[config.mk]
export PLATFORM = sky130hd
export DESIGN_NAME = uart_rx_ctrl_flat
export DESIGN_NICKNAME = d
export VERILOG_FILES = /design/src/rtl/uart_rx_ctrl_if.sv /design/src/rtl/uart_rx_ctrl.sv /design/src/flat_wrapper.sv
export SDC_FILE = /design/constraint.sdc
export NUM_CORES = 1
export LEC_CHECK = 0
export ABC_AREA = 0
export BUFFER_PORTS_ARGS = -buffer_cell sky130_fd_sc_hd__clkbuf_2
export CAP_MARGIN = 25
export CORE_ASPECT_RATIO = 1.4
export CORE_MARGIN = 5
export CORE_UTILIZATION = 35
export CTS_CLUSTER_DIAMETER = 100
export DETAILED_ROUTE_END_ITERATION = 8
export GPL_TIMING_DRIVEN = 1
export PLACE_DENSITY = 0.54
export SLEW_MARGIN = 20
export SYNTH_ARGS = -nofsm -noshare
export SYNTH_HDL_FRONTEND = slang
export SYNTH_SLANG_ARGS = --single-unit
export TNS_END_PERCENT = 50
[constraint.sdc]
create_clock -name CLK -period 6.38 [get_ports CLK]
set_clock_uncertainty 0.2 [all_clocks]
set_input_delay 0.319 -clock CLK [delete_from_list [all_inputs] [get_ports CLK]]
set_output_delay 0.319 -clock CLK [all_outputs]
set_load 0.01 [all_outputs]
[src/rtl/uart_rx_ctrl_if.sv]
// Signal bundle between the UART RX frame controller, its majority sampler and
// the system-side consumer. The controller uses the slave view.
interface uart_rx_ctrl_if #(
  parameter int DATA_WIDTH     = 8,
  parameter int PRESCALE_WIDTH = 6,
  parameter int COUNTER_WIDTH  = 4
);
  logic                      RX_IN;
  logic                      PAR_EN;
  logic                      PAR_TYP;
  logic [PRESCALE_WIDTH-1:0] Prescale;
  logic                      sampled_bit;
  logic                      valid_sampled_bit;
  logic [PRESCALE_WIDTH-1:0] sample_counter;
  logic [COUNTER_WIDTH-1:0]  bit_counter;
  logic                      smp_clear;
  logic [DATA_WIDTH-1:0]     P_DATA;
  logic                      data_valid;
  logic                      parity_error;
  logic                      stop_error;
  logic                      busy;

  modport master (
    output RX_IN, PAR_EN, PAR_TYP, Prescale, sampled_bit, valid_sampled_bit,
    input  sample_counter, bit_counter, smp_clear, P_DATA, data_valid,
           parity_error, stop_error, busy
  );

  modport slave (
    input  RX_IN, PAR_EN, PAR_TYP, Prescale, sampled_bit, valid_sampled_bit,
    output sample_counter, bit_counter, smp_clear, P_DATA, data_valid,
           parity_error, stop_error, busy
  );
endinterface

[src/rtl/uart_rx_ctrl.sv]
// UART RX frame controller: start detection, oversampling/bit counters for the
// majority sampler, byte assembly, parity/stop checking and byte presentation.
module uart_rx_ctrl #(
  parameter int DATA_WIDTH     = 8,
  parameter int PRESCALE_WIDTH = 6,
  parameter int COUNTER_WIDTH  = 4
) (
  input  logic CLK,
  input  logic RST,
  uart_rx_ctrl_if.slave rx_if
);
  localparam logic [2:0] S_IDLE   = 3'd0;
  localparam logic [2:0] S_START  = 3'd1;
  localparam logic [2:0] S_DATA   = 3'd2;
  localparam logic [2:0] S_PARITY = 3'd3;
  localparam logic [2:0] S_STOP   = 3'd4;

  logic [2:0]                r_state;
  logic [PRESCALE_WIDTH-1:0] r_prescale;
  logic                      r_par_en;
  logic                      r_par_typ;
  logic [PRESCALE_WIDTH-1:0] r_sample_cnt;
  logic [COUNTER_WIDTH-1:0]  r_bit_cnt;
  logic                      r_smp_clear;
  logic [DATA_WIDTH-1:0]     r_shift;
  logic [DATA_WIDTH-1:0]     r_p_data;
  logic                      r_data_valid;
  logic                      r_parity_error;
  logic                      r_stop_error;
  logic                      r_stop_one;

  logic w_bit_end, w_last_data, w_par_exp, w_start_det, w_glitch;
  logic w_frame_done, w_stop_bad, w_stop_good, w_frame_ok;

  assign w_bit_end    = (r_sample_cnt == r_prescale - PRESCALE_WIDTH'(1));
  assign w_last_data  = (r_bit_cnt == COUNTER_WIDTH'(DATA_WIDTH));
  assign w_par_exp    = (^r_shift) ^ r_par_typ;
  assign w_start_det  = (r_state == S_IDLE) && !rx_if.RX_IN;
  assign w_glitch     = (r_state == S_START) && rx_if.valid_sampled_bit && rx_if.sampled_bit;
  assign w_frame_done = (r_state == S_STOP) && w_bit_end;
  assign w_stop_bad   = (r_state == S_STOP) && rx_if.valid_sampled_bit && !rx_if.sampled_bit;
  assign w_stop_good  = (r_state == S_STOP) && rx_if.valid_sampled_bit && rx_if.sampled_bit;
  // A stop sample landing on the final edge still counts toward this frame's verdict.
  assign w_frame_ok   = !r_parity_error && !r_stop_error && !w_stop_bad &&
                        (r_stop_one || w_stop_good);

  always_ff @(posedge CLK or negedge RST) begin
    if (!RST) begin
      r_sample_cnt <= '0;
      r_bit_cnt    <= '0;
      r_smp_clear  <= 1'b1;
    end else begin
      if (r_state == S_IDLE || w_glitch || w_frame_done) begin
        r_sample_cnt <= '0;
        r_bit_cnt    <= '0;
      end else if (w_bit_end) begin
        r_sample_cnt <= '0;
        r_bit_cnt    <= r_bit_cnt + COUNTER_WIDTH'(1);
      end else begin
        r_sample_cnt <= r_sample_cnt + PRESCALE_WIDTH'(1);
      end
      if (w_start_det)
        r_smp_clear <= 1'b0;
      else if (w_glitch || w_frame_done)
        r_smp_clear <= 1'b1;
    end
  end

  always_ff @(posedge CLK or negedge RST) begin
    if (!RST) begin
      r_state        <= S_IDLE;
      r_prescale     <= '0;
      r_par_en       <= 1'b0;
      r_par_typ      <= 1'b0;
      r_shift        <= '0;
      r_p_data       <= '0;
      r_data_valid   <= 1'b0;
      r_parity_error <= 1'b0;
      r_stop_error   <= 1'b0;
      r_stop_one     <= 1'b0;
    end else begin
      r_data_valid <= 1'b0;
      case (r_state)
        S_IDLE: begin
          if (w_start_det) begin
            r_state        <= S_START;
            r_prescale     <= rx_if.Prescale;
            r_par_en       <= rx_if.PAR_EN;
            r_par_typ      <= rx_if.PAR_TYP;
            r_parity_error <= 1'b0;
            r_stop_error   <= 1'b0;
            r_stop_one     <= 1'b0;
          end
        end
        S_START: begin
          if (w_glitch)
            r_state <= S_IDLE;
          else if (w_bit_end)
            r_state <= S_DATA;
        end
        S_DATA: begin
          if (rx_if.valid_sampled_bit)
            r_shift <= {rx_if.sampled_bit, r_shift[DATA_WIDTH-1:1]};
          if (w_bit_end && w_last_data)
            r_state <= r_par_en ? S_PARITY : S_STOP;
        end
        S_PARITY: begin
          if (rx_if.valid_sampled_bit && (rx_if.sampled_bit != w_par_exp))
            r_parity_error <= 1'b1;
          if (w_bit_end)
            r_state <= S_STOP;
        end
        S_STOP: begin
          if (w_stop_bad)
            r_stop_error <= 1'b1;
          if (w_stop_good)
            r_stop_one <= 1'b1;
          if (w_frame_done) begin
            r_state <= S_IDLE;
            if (w_frame_ok) begin
              r_p_data     <= r_shift;
              r_data_valid <= 1'b1;
            end
          end
        end
        default: r_state <= S_IDLE;
      endcase
    end
  end

  assign rx_if.sample_counter = r_sample_cnt;
  assign rx_if.bit_counter    = r_bit_cnt;
  assign rx_if.smp_clear      = r_smp_clear;
  assign rx_if.P_DATA         = r_p_data;
  assign rx_if.data_valid     = r_data_valid;
  assign rx_if.parity_error   = r_parity_error;
  assign rx_if.stop_error     = r_stop_error;
  assign rx_if.busy           = (r_state != S_IDLE);
endmodule

[src/flat_wrapper.sv]
// flat-port wrapper written by rule: the top's interface ports become plain ports
module uart_rx_ctrl_flat 
#(
  parameter int DATA_WIDTH     = 8,
  parameter int PRESCALE_WIDTH = 6,
  parameter int COUNTER_WIDTH  = 4
)
  (CLK, RST, rx_if_RX_IN, rx_if_PAR_EN, rx_if_PAR_TYP, rx_if_Prescale, rx_if_sampled_bit, rx_if_valid_sampled_bit, rx_if_sample_counter, rx_if_bit_counter, rx_if_smp_clear, rx_if_P_DATA, rx_if_data_valid, rx_if_parity_error, rx_if_stop_error, rx_if_busy);
  uart_rx_ctrl_if #(.DATA_WIDTH(DATA_WIDTH), .PRESCALE_WIDTH(PRESCALE_WIDTH), .COUNTER_WIDTH(COUNTER_WIDTH)) rx_if_i ();
  input  logic CLK;
  input  logic RST;
  input wire logic [$bits(rx_if_i.RX_IN)-1:0] rx_if_RX_IN;
  input wire logic [$bits(rx_if_i.PAR_EN)-1:0] rx_if_PAR_EN;
  input wire logic [$bits(rx_if_i.PAR_TYP)-1:0] rx_if_PAR_TYP;
  input wire logic [$bits(rx_if_i.Prescale)-1:0] rx_if_Prescale;
  input wire logic [$bits(rx_if_i.sampled_bit)-1:0] rx_if_sampled_bit;
  input wire logic [$bits(rx_if_i.valid_sampled_bit)-1:0] rx_if_valid_sampled_bit;
  output wire logic [$bits(rx_if_i.sample_counter)-1:0] rx_if_sample_counter;
  output wire logic [$bits(rx_if_i.bit_counter)-1:0] rx_if_bit_counter;
  output wire logic [$bits(rx_if_i.smp_clear)-1:0] rx_if_smp_clear;
  output wire logic [$bits(rx_if_i.P_DATA)-1:0] rx_if_P_DATA;
  output wire logic [$bits(rx_if_i.data_valid)-1:0] rx_if_data_valid;
  output wire logic [$bits(rx_if_i.parity_error)-1:0] rx_if_parity_error;
  output wire logic [$bits(rx_if_i.stop_error)-1:0] rx_if_stop_error;
  output wire logic [$bits(rx_if_i.busy)-1:0] rx_if_busy;
  assign rx_if_i.RX_IN = rx_if_RX_IN;
  assign rx_if_i.PAR_EN = rx_if_PAR_EN;
  assign rx_if_i.PAR_TYP = rx_if_PAR_TYP;
  assign rx_if_i.Prescale = rx_if_Prescale;
  assign rx_if_i.sampled_bit = rx_if_sampled_bit;
  assign rx_if_i.valid_sampled_bit = rx_if_valid_sampled_bit;
  assign rx_if_sample_counter = rx_if_i.sample_counter;
  assign rx_if_bit_counter = rx_if_i.bit_counter;
  assign rx_if_smp_clear = rx_if_i.smp_clear;
  assign rx_if_P_DATA = rx_if_i.P_DATA;
  assign rx_if_data_valid = rx_if_i.data_valid;
  assign rx_if_parity_error = rx_if_i.parity_error;
  assign rx_if_stop_error = rx_if_i.stop_error;
  assign rx_if_busy = rx_if_i.busy;
  uart_rx_ctrl #(.DATA_WIDTH(DATA_WIDTH), .PRESCALE_WIDTH(PRESCALE_WIDTH), .COUNTER_WIDTH(COUNTER_WIDTH)) u_core (.CLK(CLK), .RST(RST), .rx_if(rx_if_i));
endmodule
==> qor.yml, run 1 <==
cells_and_area:
  drive_gt1_frac: 0.2979
  design_area_um2: 2476
  syn_to_final_growth_pct: 17.80
  antenna_cells: 0
  num-nets-final: 251
  num-fill-cells: 572
synthesis:
  syn_area_per_cell_um2: 10.67
  synth_edf_count: 0
  synth_top_area_frac: 0.4881
  syn_area_um2: 2102
  ys_top_cells_by_area: "dfrtp_1 49%, mux2_2 9.1%, xnor2_1 5.8%"
  synthDistinctLibCells: 48
  synthArstFlopShare: 1.000
  yosysSeqAreaShare: 0.5006
  synth_area_leader_cell: "dfrtp_1"
  syn_nets: 214
  syn_inst: 197
  synth-seq-cells: 42
  ys.warnings.count: 0
  synthFlopType: "dfrtp_1"
cts:
  cts_made_buffers: 5
  ctsHoldBuffers: 1
  cts_tree: "done"
  h-tree-depth: 2
  cts_max_path_buffers: 2
  cts_root_buf: "clkbuf_8"
  post_cts_resized: 0
  clk_latency_ps: 290
  clkSinkCount: 42
  post-cts-setup-buffer-count: 0
  clkTransAtPathRegs_ps: 80
min_path:
  min_from: "rx_if_Prescale[4]"
  hold-path-cell-count: 3
  hold_path_class: "primary input to flop"
  hold_end: "u_core.r_prescale[4]"
grt:
  antenna_found_initial: 0
  grt_pass1_vias: 1573
  grt_pass1_wl_um: 7721
  globalRoute.totalOverflow: 0
  grt_start_max_net_pins: 43
  track_usage: 0.1329
floorplanning:
  initial_core_util: 0.3585
  die_width_um: 75.50
  ios: 36
  fp-row-count: 33
  die_h_um: 101.7
  core_area_um2: 5863
  die_area_um2: 7677
power_and_ir_drop:
  leakage_nw: 1.151
  power_per_cell_area_nw_per_um2: 452.2
  irDropWorstVdd_mv: 0.2599
placement:
  globalplace.congestion: 0.7702
  port_buffers: 35
  dpl_cell_area_um2: 2350
  hpwl_um: 3430
setup_path:
  worst_setup_path_end_kind: "flop"
  rr_worst_depth: 5
  path_class: "flop to flop"
  reg2reg_setup_slack_ps: 3370
  cp_max_fo: 11
  required_ps: 6360
  critPathLaunchType: "flop"
  arrival_ps: 3000
  r2r_start: "u_core.r_prescale[0]"
  r2r_end: "u_core.r_state[0]"
  critical_path.startpoint: "u_core.r_prescale[0]"
timing:
  rsz0062_at_grt: "false"
  max_freq_mhz: 331.7
  tns_ps: 0
  slew_viol_final: 0
  setup_viol: 0
  tightest_slew_ps: 761.5
  min_period_over_period: 0.4725
  hold_viol_final: 0
  slew_headroom: 0.4905
  min_period_ps: 3014
job:
  maxCapViolations: 0
drt:
  drt-pass1-iter-count: 4
  drc: 0
  via_count: 1572
  drt-initial-drc-count: 82
  via_per_inst: 5.154
  avgRoutedWirePerCell_um: 15.16
  wl_um: 4624
  drtAntennaViolNets: 0
status:
  outcome: "finished clean"
## metal layers
metal,share of wire,GRT usage,vias up
met5,0,0,-
met4,0.021,0.05384,0
met3,0.055,0.03873,8
met2,0.50,0.2176,37
met1,0.42,0.1613,769
li1,-,-,758
## cells in the mapped netlist, types with 4 or more instances
library cell   n
nand2_1       28
nor2_1         6
mux2_2        17
inv_1          9
clkbuf_1       6
a21oi_1        4
nand2b_1       4
xor2_1         5
ha_1           4
o21ai_0        7
nor3_1         8
xnor2_1       14
dfrtp_1       41
nand3_1        4
## where the power goes
part / total [mW] / leakage (nW) / internal [mW] / switching, mW
Clock: 0.216 / 0.0585 / 0.128 / 0.0883
Sequential: 0.441 / 0.547 / 0.345 / 0.0960
Combinational: 0.463 / 0.546 / 0.217 / 0.246
## registers in the layout (all words and copies together) (netlist names)
signal                       cells
u_core.r_state                   3
u_core.r_stop_one                1
u_core.rx_if.stop_error          1
u_core.rx_if.bit_counter         4
u_core.r_par_en                  1
u_core.r_par_typ                 1
u_core.rx_if.P_DATA              8
u_core.r_prescale                6
u_core.rx_if.data_valid          1
u_core.rx_if.parity_error        1
u_core.rx_if.smp_clear           1
u_core.r_shift                   8
u_core.rx_if.sample_counter      6
## through the flow
stage	hold slack (ps)	util	worst slack [ps]	std cells	power [mW]
floorplan	-176.6	-	3908	197	0.7896
global placement	228.6	0.3999	3424	296	0.9081
detailed placement	226.1	0.4008	3375	296	0.9108
CTS	9.824	0.4223	3370	305	1.133
global route	20.17	0.4223	3231	305	1.215
finish	11.24	0.4223	3366	305	1.120
## cell families after synthesis
kind of cell    after synthesis  share of synthesized area
buf+inv                      16                    0.02916
simple gates                 68                     0.1691
mux                          18                    0.09583
flops                        42                     0.5006
fa+ha+maj                     4                    0.02381
xor+xnor                     19                    0.07917
compound gates               30                     0.1024
## worst max-delay path: stages, from the launching register on
cell and delay [ps]:
dfrtp_1 400, or3_4 390, or4_4 500, a211o_1 410
nor2_1 590, mux2_2 400
## how the worst max path moves through the flow
stage	cells after the start	end
final	5	u_core.r_state[0]
after global routing	5	u_core.r_state[0]
after CTS	5	u_core.r_state[0]
after detailed placement	5	u_core.r_state[0]
after global placement	5	u_core.r_state[0]
after floorplan	5	u_core.rx_if.bit_counter[1]
## cell type report
| type | instances | area (um^2) | share of cell area |
|---|---|---|---|
| clock buffer | 7 | 86.33 | 0.03487 |
| clock inverter | 1 | 30.03 | 0.01213 |
| inverter | 9 | 33.78 | 0.01364 |
| multi-input combinational | 139 | 993.5 | 0.4012 |
| sequential | 42 | 1052 | 0.4250 |
| tap | 70 | 87.58 | 0.03537 |
| timing repair buffer | 37 | 192.7 | 0.07782 |
## cells in the final DEF (no fill, tap or decap), types with 5 or more instances in the layout
master    instances
dfrtp_1          41
clkbuf_2         35
nand2_1          28
mux2_2           17
xnor2_1          14
inv_1             9
nor3_1            7
o21ai_0           7
nor2_1            6
clkbuf_8          6
xor2_1            5
No activity file was read; power rests on OpenSTA's default activity.
==> run 2, diff against run 1 <==
==> constraint.sdc (replaced) <==
create_clock -name CLK -period 2.9 [get_ports CLK]
set_clock_uncertainty 0.2 [all_clocks]
set_input_delay 0.145 -clock CLK [delete_from_list [all_inputs] [get_ports CLK]]
set_output_delay 0.145 -clock CLK [all_outputs]
set_load 0.01 [all_outputs]
==> run 2 against run 1 <==
Net effect: register-to-register slack got worse by 3100 ps; fmax increased by 14%; largest cell class unchanged; largest power group unchanged; via count increased by 1.5%; first-iteration DRC count decreased by 2.4%; core utilization increased by 1.9 points; critical path depth unchanged; total power increased by 120%; routed wire length increased by 4.0%; flip-flop and latch count unchanged; count of clock-buffer cells in the layout decreased by 1; combinational power increased by 130%; die area unchanged.
==> qor.yml, run 2 (same netlist as run 1, synthesis figures left out) <==
power_and_ir_drop:
  netSwitchingFraction: 0.3966
  power_per_cell_area_nw_per_um2: 933.4
  total_power_mw: 2.413
  power_frac_comb: 0.433
  switching_power_mw: 0.9570
  seq_power_share: 0.403
  internal_power_mw: 1.456
  leakage_nw: 1.200
  clkPwrFrac: 0.164
  irDropWorstVdd_mv: 0.3873
job:
  maxCapViolations: 0
cts:
  clkSinkCount: 42
  cts_tree: "done"
  cts_root_buf: "clkbuf_8"
  h-tree-depth: 2
  clk_latency_ps: 290
  cts_made_buffers: 5
  post_cts_resized: 0
  cts_max_path_buffers: 2
  clkTransAtPathRegs_ps: 80
floorplanning:
  initial_core_util: 0.3585
  die_area_um2: 7677
  die_width_um: 75.50
  core_area_um2: 5863
  fp-row-count: 33
  ios: 36
  die_h_um: 101.7
drt:
  drt-initial-drc-count: 80
  avgRoutedWirePerCell_um: 15.12
  via_count: 1595
  drt-pass1-iter-count: 4
  wl_um: 4807
  via_per_inst: 5.016
  drtAntennaViolNets: 0
  drc: 0
timing:
  setup_ws_ps: 251.4
  setup_viol: 0
  slew_viol_final: 0
  slew_headroom: 0.5489
  min_period_ps: 2649
  hold_viol_final: 0
  holdWs_ps: 59.17
  tightest_slew_ps: 674.2
  tns_ps: 0
  min_period_over_period: 0.9133
  rsz0062_at_grt: "false"
  max_freq_mhz: 377.6
placement:
  placedCellCount: 299
  preCtsSetupSlack_ps: 245.7
  port_buffers: 35
  hpwl_um: 3621
  globalplace.congestion: 0.7855
cells_and_area:
  syn_to_final_growth_pct: 22.98
  fin_cells: 318
  final_common_cell: "dfrtp_1"
  num-nets-final: 264
  layout_common_cells: "41 x dfrtp_1, 35 x clkbuf_2, 28 x nand2_1, 17 x mux2_2, 14 x xnor2_1"
  drive_gt1_frac: 0.2944
  antenna_cells: 0
grt:
  grt_pass1_vias: 1622
  antenna_found_initial: 0
  track_usage: 0.1365
  globalRoute.totalOverflow: 0
  grt_pass1_wl_um: 7997
  grt_start_max_net_pins: 29
setup_path:
  cp_max_fo: 8
  arrival_ps: 2620
  worst_setup_path_end_kind: "flop"
  required_ps: 2870
  path_class: "flop to flop"
  critPathLaunchType: "flop"
status:
  outcome: "finished clean"
min_path:
  hold_path_class: "primary input to flop"
## run 2: final cells by class
type                       instances  area [um^2]
inverter                           9        33.78
clock inverter                     2        12.51
multi-input combinational        139        988.4
timing repair buffer              50        327.8
sequential                        42         1052
fill                             606         3278
clock buffer                       6        82.58
tap                               70        87.58
## run 2: worst max-delay path, cell delays in order (launching register included)
cell and delay [ps]:
dfrtp_1 410, or3_4 390, or4_4 500, a211oi_2 440, nand4_4 260, mux2_2 330
## run 2: metal layers
metal / part of all wire / vias to the layer above / routed length, um / global-route usage
met5: 0 / - / 0 / 0
met4: 0.013 / 0 / 63 / 0.03634
met3: 0.046 / 5 / 223 / 0.03078
met2: 0.51 / 37 / 2428 / 0.2289
met1: 0.44 / 770 / 2092 / 0.1751
li1: - / 783 / - / -
## run 2: per-stage QoR
step | utilization | cell area (um^2)
finish | 0.4409 | 2585
global route | 0.4409 | 2585
CTS | 0.4409 | 2585
detailed placement | 0.4059 | 2380
global placement | 0.4025 | 2360
floorplan | - | 2102
## run 2: power groups by stage
| stage | Combinational [mW] | Sequential (mW) | Clock (mW) |
|---|---|---|---|
| finish | 1.05 | 0.972 | 0.396 |
| global route | 1.17 | 1.00 | 0.431 |
| CTS | 1.06 | 0.975 | 0.405 |
| floorplan | 0.822 | 0.915 | 0 |
| global placement | 1.03 | 0.989 | 0 |
| detailed placement | 1.04 | 0.988 | 0 |
## run 2: worst paths after layout
path | start | endpoint | slack, ps | depth (start not counted)
worst max register to register | u_core.r_prescale[0] | u_core.rx_if.P_DATA[0] | 250 | 5
worst max-delay path | u_core.r_prescale[0] | u_core.rx_if.P_DATA[0] | 250 | 5
min in group asynchronous | RST | u_core.r_prescale[4] | 110 | 2
worst min-delay path | rx_if_RX_IN | u_core.rx_if.smp_clear | 60 | 3
max in group asynchronous | RST | u_core.rx_if.smp_clear | 1830 | 3
worst min register to register | u_core.r_stop_one | u_core.r_stop_one | 300 | 2
## run 2: repair_timing
| action | CTS | global route |
|---|---|---|
| hold buffers | 11 | 0 |
| setup buffers | 0 | 0 |
| endpoints found under the hold margin | 51 | 0 |
==> run 3, diff against run 2 <==
--- a/config.mk
+++ b/config.mk
@@ -10,11 +10,11 @@
 export CAP_MARGIN = 25
 export CORE_ASPECT_RATIO = 1.4
 export CORE_MARGIN = 5
-export CORE_UTILIZATION = 35
+export CORE_UTILIZATION = 55
 export CTS_CLUSTER_DIAMETER = 100
 export DETAILED_ROUTE_END_ITERATION = 8
 export GPL_TIMING_DRIVEN = 1
-export PLACE_DENSITY = 0.54
+export PLACE_DENSITY = 0.78
 export SLEW_MARGIN = 20
 export SYNTH_ARGS = -nofsm -noshare
 export SYNTH_HDL_FRONTEND = slang
==> run 3 against run 2 <==
Net effect: first-iteration DRC count down 44%; cell area shrank 0.77%; hold slack improved by 67 ps; core utilization rose by 26 points; fmax grew 1.7%; non-clock buffer count shrank 2; sequential power decreased by 0.6%; flip-flop and latch count did not move; sequential share of layout area is 0.32 points higher; largest cell class unchanged; combinational power hardly changed; largest power group unchanged.
==> qor.yml, run 3 (same netlist as run 1, synthesis figures left out) <==
setup_path:
  cp_max_fo: 8
  path_delay_family: "simple AND/OR/NAND/NOR gates"
  crit_chain: "or3_4 -> or4_4 -> a211oi_2 -> nand4_4 -> mux2_2"
  r2r_start: "u_core.r_prescale[0]"
  cp_slowest_stage_delay_ps: 500
  crit_path_top_delay_cell: "or4_4"
  path_class: "flop to flop"
  rr_worst_depth: 5
  reg2reg_setup_slack_ps: 290
  path_buf_inv: 0
  critPathLaunchType: "flop"
  worst_setup_path_end_kind: "flop"
  r2r_end: "u_core.rx_if.P_DATA[5]"
  required_ps: 2890
  arrival_ps: 2590
cts:
  cts_max_path_buffers: 2
  ctsHoldBuffers: 11
  cts_made_buffers: 5
  clkSinkCount: 42
  h-tree-depth: 2
  post-cts-setup-buffer-count: 0
  post_cts_resized: 0
  clk_latency_ps: 300
  clkTransAtPathRegs_ps: 80
  cts_root_buf: "clkbuf_8"
  cts_tree: "done"
drt:
  drc: 0
  via_per_inst: 5.580
  drt-pass1-iter-count: 4
  avgRoutedWirePerCell_um: 15.95
  drt-initial-drc-count: 45
  via_count: 1607
  drtAntennaViolNets: 0
  wl_um: 4594
floorplanning:
  initial_core_util: 0.5718
  die_area_um2: 5176
  ios: 36
  die_width_um: 62.25
  fp-row-count: 26
  die_h_um: 83.15
  core_area_um2: 3676
min_path:
  hold_path_class: "primary input to flop"
  hold-path-cell-count: 4
  hold_end: "u_core.r_par_en"
  min_from: "rx_if_RX_IN"
timing:
  slew_headroom: 0.4056
  setup_viol: 0
  tightest_slew_ps: 891.6
  min_period_ps: 2606
  tns_ps: 0
  hold_viol_final: 0
  slew_viol_final: 0
  min_period_over_period: 0.8985
  max_freq_mhz: 383.8
  rsz0062_at_grt: "false"
grt:
  globalRoute.totalOverflow: 0
  antenna_found_initial: 0
  track_usage: 0.1905
  grt_pass1_vias: 1686
  use_met3: 0.04189
  top_usage_layer: "met2"
  grt_start_max_net_pins: 43
  grt_pass1_wl_um: 7976
  met1_usage: 0.2221
  gr-usage-met2: 0.3170
power_and_ir_drop:
  netSwitchingFraction: 0.3761
  seq_power_share: 0.376
  total_power_mw: 2.569
  internal_power_mw: 1.603
  irDropWorstVdd_mv: 0.6908
  clkPwrFrac: 0.215
  leakage_nw: 1.207
  power_frac_comb: 0.409
  power_per_cell_area_nw_per_um2: 1002
  switching_power_mw: 0.9663
cells_and_area:
  ff_latch_area_um2: 1052
  multiInputGateArea_um2: 988.4
  syn_to_final_growth_pct: 22.02
  final_common_cell: "dfrtp_1"
  antenna_cells: 0
  design_area_um2: 2565
  layout_common_cells: "41 x dfrtp_1, 34 x clkbuf_2, 28 x nand2_1, 17 x mux2_2, 14 x xnor2_1"
  num-nets-final: 262
  num-fill-cells: 305
  drive_gt1_frac: 0.2886
status:
  outcome: "finished clean"
placement:
  globalplace.congestion: 0.8688
  port_buffers: 35
  dpl_cell_area_um2: 2317
  hpwl_um: 3095
job:
  maxCapViolations: 0
==> run 3: per-stage QoR <==
step	setup slack, ps	utilization	instances	hold WS (ps)
3_3_place_gp	362.0	0.6304	269	133.8
6_report	294.4	0.6978	288	126.1
3_5_place_dp	327.3	0.6304	269	143.0
4_1_cts	306.6	0.6978	288	98.56
2_1_floorplan	427.7	-	197	-350.6
5_1_grt	205.1	0.6978	288	156.6
==> run 3: worst max-delay path by stage <==
stage                     depth (start not counted)                 start  slack (ps)                           to
after floorplan                                   5  u_core.r_prescale[0]         430  u_core.rx_if.bit_counter[1]
after global placement                            5  u_core.r_prescale[0]         360       u_core.rx_if.P_DATA[1]
after detailed placement                          5  u_core.r_prescale[0]         330       u_core.rx_if.P_DATA[2]
after CTS                                         5  u_core.r_prescale[0]         310       u_core.rx_if.P_DATA[2]
after global routing                              5  u_core.r_prescale[0]         210       u_core.rx_if.P_DATA[5]
final                                             5  u_core.r_prescale[0]         290       u_core.rx_if.P_DATA[5]
==> run 3: layout make-up <==
| cell class | count | share of cell area |
|---|---|---|
| Sequential cell | 42 | 0.4102 |
| Inverter | 9 | 0.01317 |
| Multi-Input combinational cell | 139 | 0.3854 |
| Clock buffer | 5 | 0.02683 |
| Timing Repair Buffer | 48 | 0.1171 |
| Tap cell | 42 | 0.02049 |
| Clock inverter | 3 | 0.02683 |
==> run 3: layer usage <==
layer | share of wire | wire, um
met2 | 0.53 | 2431
met4 | 0.017 | 80
met5 | 0 | 0
met1 | 0.41 | 1879
met3 | 0.044 | 203
==> run 3: power groups by stage <==
stage	sequential, mW	clock, mW	combinational, mW
CTS	0.961	0.568	1.05
global route	0.992	0.593	1.16
detailed placement	0.971	0	1.03
global placement	0.967	0	1.01
finish	0.966	0.553	1.05
floorplan	0.915	0	0.822
==> run 3: worst min-delay path, cell delays in order <==
cell and delay (ps):
clkbuf_2 120, nor2_1 170, nand2_1 110, nand2_1 40
